==> config.mk <==
export PLATFORM = sky130hd
export DESIGN_NAME = uart_rx_ctrl_param
export DESIGN_NICKNAME = d
export VERILOG_FILES = /design/src/rtl/uart_rx_ctrl_param.sv
export SDC_FILE = /design/constraint.sdc
export NUM_CORES = 1
export LEC_CHECK = 0
export CELL_PAD_IN_SITES_DETAIL_PLACEMENT = 2
export CELL_PAD_IN_SITES_GLOBAL_PLACEMENT = 2
export CORE_UTILIZATION = 33
export CTS_BUF_LIST = sky130_fd_sc_hd__clkbuf_8 sky130_fd_sc_hd__clkbuf_16
export DETAILED_ROUTE_END_ITERATION = 6
export HOLD_SLACK_MARGIN = 0.03
export PLACE_DENSITY_LB_ADDON = 0.08
export SLEW_MARGIN = 10
export SYNTH_ARGS = -nofsm -noshare
export SYNTH_HDL_FRONTEND = slang
export SYNTH_SLANG_ARGS = --single-unit
==> constraint.sdc <==
create_clock -name clk -period 1.5 [get_ports clk]
set_input_delay 0.375 -clock clk [delete_from_list [all_inputs] [get_ports clk]]
set_output_delay 0.375 -clock clk [all_outputs]
set_load 0.03 [all_outputs]
==> src/rtl/uart_rx_ctrl_param.sv <==
// ---------------------------------------------------------------------------
// uart_rx_ctrl_param
//
// Parametrised UART receiver. Takes the raw pad-side RX line and delivers one
// framed character at a time to the register/FIFO layer. Bit timing is driven
// by an external oversample tick enable, so everything runs on the system clock.
// The line passes through a 2-flop synchroniser. Each bit is resolved by a
// 3-sample majority vote around its centre. Parity, framing and break
// conditions are reported alongside each character.
//
// Parameters:
//   OVERSAMPLE   oversample ticks per bit (even, 8..64)
//   DATA_BITS    data bits per frame (5..9)
//   PARITY_MODE  0 = none, 1 = even, 2 = odd
//   STOP_BITS    stop bits checked (1..2)
//
// Ports:
//   clk           system clock
//   reset_n       asynchronous active-low reset
//   i_Os_Tick     oversample enable, one clk wide
//   i_Rx_Data     asynchronous serial line, idles high
//   o_Rx_Byte     last received character (LSB first on the line)
//   o_Rx_Valid    one-clk pulse when o_Rx_Byte and the error flags update
//   o_Parity_Err  parity mismatch on last frame, held until next o_Rx_Valid
//   o_Frame_Err   a stop bit sampled low on last frame, held until next o_Rx_Valid
//   o_Break       break detected, held until the line returns high
//   o_Busy        receiver is not idle
// ---------------------------------------------------------------------------
module uart_rx_ctrl_param #(
    parameter int OVERSAMPLE  = 16,
    parameter int DATA_BITS   = 8,
    parameter int PARITY_MODE = 0,
    parameter int STOP_BITS   = 1
) (
    input  logic                 clk,
    input  logic                 reset_n,
    input  logic                 i_Os_Tick,
    input  logic                 i_Rx_Data,
    output logic [DATA_BITS-1:0] o_Rx_Byte,
    output logic                 o_Rx_Valid,
    output logic                 o_Parity_Err,
    output logic                 o_Frame_Err,
    output logic                 o_Break,
    output logic                 o_Busy
);

    localparam int CW = $clog2(OVERSAMPLE);
    localparam int IW = $clog2(DATA_BITS + 1);

    localparam logic [CW-1:0] CNT_S0   = CW'(OVERSAMPLE / 2 - 1);
    localparam logic [CW-1:0] CNT_S1   = CW'(OVERSAMPLE / 2);
    localparam logic [CW-1:0] CNT_S2   = CW'(OVERSAMPLE / 2 + 1);
    localparam logic [CW-1:0] CNT_LAST = CW'(OVERSAMPLE - 1);
    localparam logic [IW-1:0] IDX_LAST = IW'(DATA_BITS - 1);
    localparam logic          ODD_PAR  = (PARITY_MODE == 2);

    localparam logic [2:0] IDLE   = 3'd0;
    localparam logic [2:0] START  = 3'd1;
    localparam logic [2:0] DATA   = 3'd2;
    localparam logic [2:0] PARITY = 3'd3;
    localparam logic [2:0] STOP   = 3'd4;
    localparam logic [2:0] BREAK  = 3'd5;

    logic                 rx_meta;
    logic                 rx_s;
    logic [2:0]           state;
    logic [CW-1:0]        cnt;
    logic [CW-1:0]        cnt_next;
    logic [IW-1:0]        idx;
    logic                 stop_idx;
    logic                 samp0;
    logic                 samp1;
    logic                 samp2;
    logic [DATA_BITS-1:0] shift;
    logic                 par_bit;
    logic                 par_err_pend;
    logic                 frm_err_pend;
    logic                 maj_stored;
    logic                 maj_now;
    logic                 final_stop;
    logic                 par_exp;
    logic                 is_break;

    // Two-flop synchroniser; resets to the idle (high) line level so a reset
    // never looks like a start bit.
    always_ff @(posedge clk or negedge reset_n) begin
        if (!reset_n) begin
            rx_meta <= 1'b1;
            rx_s    <= 1'b1;
        end else begin
            rx_meta <= i_Rx_Data;
            rx_s    <= rx_meta;
        end
    end

    // Capture the three samples around the bit centre.
    always_ff @(posedge clk or negedge reset_n) begin
        if (!reset_n) begin
            samp0 <= 1'b1;
            samp1 <= 1'b1;
            samp2 <= 1'b1;
        end else if (i_Os_Tick && (state != IDLE)) begin
            if (cnt == CNT_S0) samp0 <= rx_s;
            if (cnt == CNT_S1) samp1 <= rx_s;
            if (cnt == CNT_S2) samp2 <= rx_s;
        end
    end

    // maj_stored is valid once all three samples are in (used at end of bit);
    // maj_now folds in the live third sample so the final stop bit can be
    // decided on the very tick its last sample is taken.
    assign maj_stored = (samp0 & samp1) | (samp0 & samp2) | (samp1 & samp2);
    assign maj_now    = (samp0 & samp1) | (samp0 & rx_s)  | (samp1 & rx_s);
    assign final_stop = (STOP_BITS == 1) ? 1'b1 : stop_idx;
    assign par_exp    = (^shift) ^ ODD_PAR;
    assign is_break   = (shift == '0) && ((PARITY_MODE == 0) || !par_bit) && !maj_now;
    assign cnt_next   = (cnt == CNT_LAST) ? '0 : cnt + 1'b1;
    assign o_Busy     = (state != IDLE);

    // Frame FSM. Everything advances only on oversample ticks; the tick counter
    // wraps at each bit boundary so the decision points repeat per bit.
    always_ff @(posedge clk or negedge reset_n) begin
        if (!reset_n) begin
            state        <= IDLE;
            cnt          <= '0;
            idx          <= '0;
            stop_idx     <= 1'b0;
            shift        <= '0;
            par_bit      <= 1'b0;
            par_err_pend <= 1'b0;
            frm_err_pend <= 1'b0;
            o_Rx_Byte    <= '0;
            o_Rx_Valid   <= 1'b0;
            o_Parity_Err <= 1'b0;
            o_Frame_Err  <= 1'b0;
            o_Break      <= 1'b0;
        end else begin
            o_Rx_Valid <= 1'b0;
            if (i_Os_Tick) begin
                case (state)
                    IDLE: begin
                        cnt <= '0;
                        if (!rx_s) state <= START;
                    end
                    START: begin
                        cnt <= cnt_next;
                        if (cnt == CNT_LAST) begin
                            // A start bit that reads high at its centre was a glitch.
                            if (maj_stored) begin
                                state <= IDLE;
                            end else begin
                                state        <= DATA;
                                idx          <= '0;
                                stop_idx     <= 1'b0;
                                par_bit      <= 1'b0;
                                par_err_pend <= 1'b0;
                                frm_err_pend <= 1'b0;
                            end
                        end
                    end
                    DATA: begin
                        cnt <= cnt_next;
                        if (cnt == CNT_LAST) begin
                            // Shift in from the top so the first (LSB) bit ends at bit 0.
                            shift <= {maj_stored, shift[DATA_BITS-1:1]};
                            if (idx == IDX_LAST) begin
                                state <= (PARITY_MODE != 0) ? PARITY : STOP;
                            end else begin
                                idx <= idx + 1'b1;
                            end
                        end
                    end
                    PARITY: begin
                        cnt <= cnt_next;
                        if (cnt == CNT_LAST) begin
                            par_bit      <= maj_stored;
                            par_err_pend <= (maj_stored != par_exp);
                            state        <= STOP;
                        end
                    end
                    STOP: begin
                        cnt <= cnt_next;
                        if (final_stop && (cnt == CNT_S2)) begin
                            // Finish early at the decision point to absorb baud skew
                            // between back-to-back frames.
                            cnt          <= '0;
                            o_Rx_Valid   <= 1'b1;
                            o_Rx_Byte    <= shift;
                            o_Parity_Err <= par_err_pend;
                            o_Frame_Err  <= frm_err_pend | !maj_now;
                            if (is_break) begin
                                o_Break <= 1'b1;
                                state   <= BREAK;
                            end else begin
                                state <= IDLE;
                            end
                        end else if (!final_stop && (cnt == CNT_LAST)) begin
                            if (!maj_stored) frm_err_pend <= 1'b1;
                            stop_idx <= 1'b1;
                        end
                    end
                    BREAK: begin
                        cnt <= '0;
                        if (rx_s) begin
                            o_Break <= 1'b0;
                            state   <= IDLE;
                        end
                    end
                    default: begin
                        state <= IDLE;
                        cnt   <= '0;
                    end
                endcase
            end
        end
    end

endmodule

==> impl_metrics.json <==
{
  "run_status": "complete, but fails checks",
  "violations": "setup timing",
  "worstMarginPinSlew_ns": 0.394,
  "hpwl_mm": 3.86,
  "synth-compound-area-share": 0.150,
  "path_max_fanout": 4,
  "setup_slack_ns": -0.185,
  "slew_headroom": 0.737,
  "synth_fa_ha_area_frac": 0.0654,
  "grt_max_degree": 38,
  "grt_usage": 0.243,
  "synth_area_um2": 1840,
  "slew_viol_final": 0,
  "power_mw": 3.52,
  "layout_min_cycle_time_ns": 1.68,
  "drive_gt1_frac": 0.547,
  "slowest_stage": "dfrtp_1",
  "clock-sinks": 37,
  "synth_top_area_cell": "dfrtp_1",
  "ant_nets": 0,
  "nNetsFinal": 254,
  "gp_congestion": 0.818,
  "drc": 0,
  "placed_cells": 290,
  "drt_pass1_iterations": 4,
  "p_leak_nw": 1.30,
  "rr_startpoint": "cnt[1]$_DFFE_PN0P_",
  "r2r-end": "o_Parity_Err$_DFFE_PN0P_",
  "synth_mux_area_frac": 0.0409,
  "clk_latency_ns": 0.29,
  "setup_tns_ns": -3.96,
  "worstPathArrival_ns": 1.87,
  "synthSimpleGateAreaFrac": 0.159,
  "fin_cells": 313,
  "routed-via-count": 1645,
  "first_global_vias": 1887,
  "clock_skew_ns": 0.00646,
  "synth.yosys.seq_area_share": 0.507,
  "fmax_ghz": 0.594,
  "syn_area_per_cell_um2": 10.2,
  "port_buffers": 16,
  "p_per_area_nw_per_um2": 1220,
  "syn-num-nets": 192,
  "final_area_um2": 2890,
  "die_area_um2": 5870,
  "rsz0062_at_grt": "yes",
  "slowest_delay_ns": 0.41,
  "grt-ovfl-total": 0,
  "yosysTopAreaCellShare": 0.436,
  "cts_inserted_buffers": 5,
  "antenna_cells": 0,
  "maxCapViolCount": 0,
  "ys_ff_latch": 37,
  "coreArea_um2": 5240,
  "synth_cell_types": 45,
  "synthCells": 180,
  "ys_top_cells_by_area": "dfrtp_1, dfstp_2, nand2_1",
  "row_count": 26,
  "cts-root-buf": "clkbuf_8",
  "yosys_warnings": 0,
  "path_clk_slew_ns": 0.08,
  "r2r_slack_ns": -0.18,
  "synth-xor-area-share": 0.0191,
  "placed_area_um2": 2320,
  "clk_path_buf_depth": 2,
  "area_growth_pct": 57.6,
  "rr_worst_depth": 6,
  "required_ns": 1.68,
  "period_share": 1.12,
  "dieHeight_um": 76.6,
  "hp-class": "primary input to async pin",
  "h-tree-depth": 2,
  "setup_viol": 34,
  "cts_tree": "done",
  "pin_count": 17,
  "antenna_found_initial": 0,
  "viasPerCell": 5.26,
  "drt-wirelength-per-cell_um": 24.1,
  "cp-start-kind": "flop",
  "end_kind": "flop",
  "drtIter0Drc": 63,
  "grt_pass1_wl_mm": 10.8,
  "die_x_um": 76.6,
  "drt-total-wl_mm": 7.55,
  "cp_cell_sequence": "inv_2 > ha_4 > and3b_2 > nand4_1 > buf_6 > mux2_4",
  "hold_violations": 0,
  "critical_path_class": "flop to flop",
  "synth_top_family_by_area": "simple AND/OR/NAND/NOR gates",
  "start_util": 0.351,
  "ir_worst_vdd_uv": 590
}
==> what timing repair did <==
action                     in CTS  in global routing
pin swaps                      20                 10
buffers inserted               12                  2
cloned                          1                  0
hold buffers                    0                  0
setup endpoints to repair      45                 35
gates resized for setup        79                 53
==> placed cells by master, fill, tap and decap left out, types with 3 or more instances in the layout <==
cell              n
dfrtp_2           4
dlygate4sd2_1     4
o21ai_2           9
buf_6            10
nand3_1           4
nor3_2            3
nand2_1          17
inv_1            10
dfstp_2           5
mux2_4            4
o21ai_0           6
nand2_4           9
dfrtp_1          28
clkdlybuf4s15_1   5
clkbuf_8          5
mux2i_1           3
buf_12            4
o21ai_1           5
ha_4              7
clkbuf_2          3
inv_2             8
buf_4            34
==> worst max path at each step <==
stage,startpoint,to,slack [ns]
3_5_place_dp,i_Os_Tick,par_err_pend$_DFFE_PN0P_,-0.38
2_1_floorplan,state[2]$_DFFE_PN0P_,samp1$_DFFE_PN1P_,-0.12
6_report,cnt[1]$_DFFE_PN0P_,o_Parity_Err$_DFFE_PN0P_,-0.18
3_3_place_gp,i_Os_Tick,samp1$_DFFE_PN1P_,-0.32
4_1_cts,state[1]$_DFFE_PN0P_,o_Busy,-0.22
5_1_grt,state[1]$_DFFE_PN0P_,state[0]$_DFFE_PN0P_,-0.25
==> worst max-delay path, delay by kind of cell, from the launching register on <==
kind,cells,cell delay (ns)
buffers and inverters,2,0.31
adder cells (fa/ha/maj),1,0.15
AND/OR/NAND/NOR,2,0.41
flip-flops,1,0.41
multiplexers,1,0.30
==> flip-flops by register name (all words and copies together) (netlist names) <==
register,cells
samp0,1
shift,8
o_Parity_Err,1
cnt,4
o_Break,1
rx_s,1
o_Frame_Err,1
samp1,1
o_Rx_Valid,1
samp2,1
o_Rx_Byte,8
rx_meta,1
par_err_pend,1
idx,4
state,3
==> where the power goes <==
group          internal, mW  total [mW]  switching [mW]
sequential             1.16        1.37           0.205
clock                 0.321       0.696           0.375
combinational         0.712        1.45           0.743
==> cell usage after synthesis, drive strengths merged <==
| library cell | instances |
|---|---|
| dfrtp | 32 |
| nand2 | 27 |
| o21ai | 20 |
| inv | 18 |
| ha | 8 |
| nor3 | 6 |
| buf | 5 |
| dfstp | 5 |
| mux2 | 4 |
| nand3 | 4 |
| xnor2 | 4 |
| and3 | 3 |
| clkbuf | 3 |
| mux2i | 3 |
| nand2b | 3 |
| o22ai | 3 |
| a21o | 2 |
| a31oi | 2 |
| maj3 | 2 |
| nand4 | 2 |
| nor2 | 2 |
| nor2b | 2 |
| nor3b | 2 |
| o22a | 2 |
| o2bb2ai | 2 |
| a21bo | 1 |
| a21oi | 1 |
| a32o | 1 |
| and3b | 1 |
| nand3b | 1 |
| nand4bb | 1 |
| o2111ai | 1 |
| o21a | 1 |
| o21bai | 1 |
| o221a | 1 |
| o221ai | 1 |
| o31ai | 1 |
| or3b | 1 |
| or4b | 1 |
==> metal layers <==
| layer | share of wire | wire length (um) | track usage | up-vias |
|---|---|---|---|---|
| li1 | - | - | - | 740 |
| met2 | 0.54 | 4070 | 0.449 | 28 |
| met4 | 0.029 | 219 | 0.0692 | 0 |
| met5 | 0 | 0 | 0 | - |
| met3 | 0.020 | 149 | 0.0347 | 14 |
| met1 | 0.41 | 3110 | 0.291 | 863 |
==> kinds of logic after synthesis <==
kind of cell	after synthesis
AOI/OAI and AO/OA	40
xor gates and xnor gates	4
adders and majority gates	10
buffers and inverters	26
DFF	37
muxes	7
and+or+nand+nor	56
==> cell type report <==
cell class | count | area [um2]
timing repair buffer | 63 | 582
clock buffer | 5 | 68.8
sequential | 37 | 937
fill | 504 | 2340
clock inverter | 3 | 17.5
inverter | 18 | 67.6
tap | 70 | 87.6
multi-input combinational | 117 | 1130
==> metrics by stage <==
| step | setup slack [ns] | utilization | hold slack [ns] |
|---|---|---|---|
| 6_report | -0.185 | 0.553 | 0.0341 |
| 5_1_grt | -0.248 | 0.553 | 0.0421 |
| 4_1_cts | -0.216 | 0.520 | 0.0487 |
| 3_5_place_dp | -0.376 | 0.443 | 0.348 |
| 3_3_place_gp | -0.317 | 0.443 | 0.349 |
| 2_1_floorplan | -0.116 | - | 0.0794 |
Note: power is estimated with default switching activity, not from simulation.
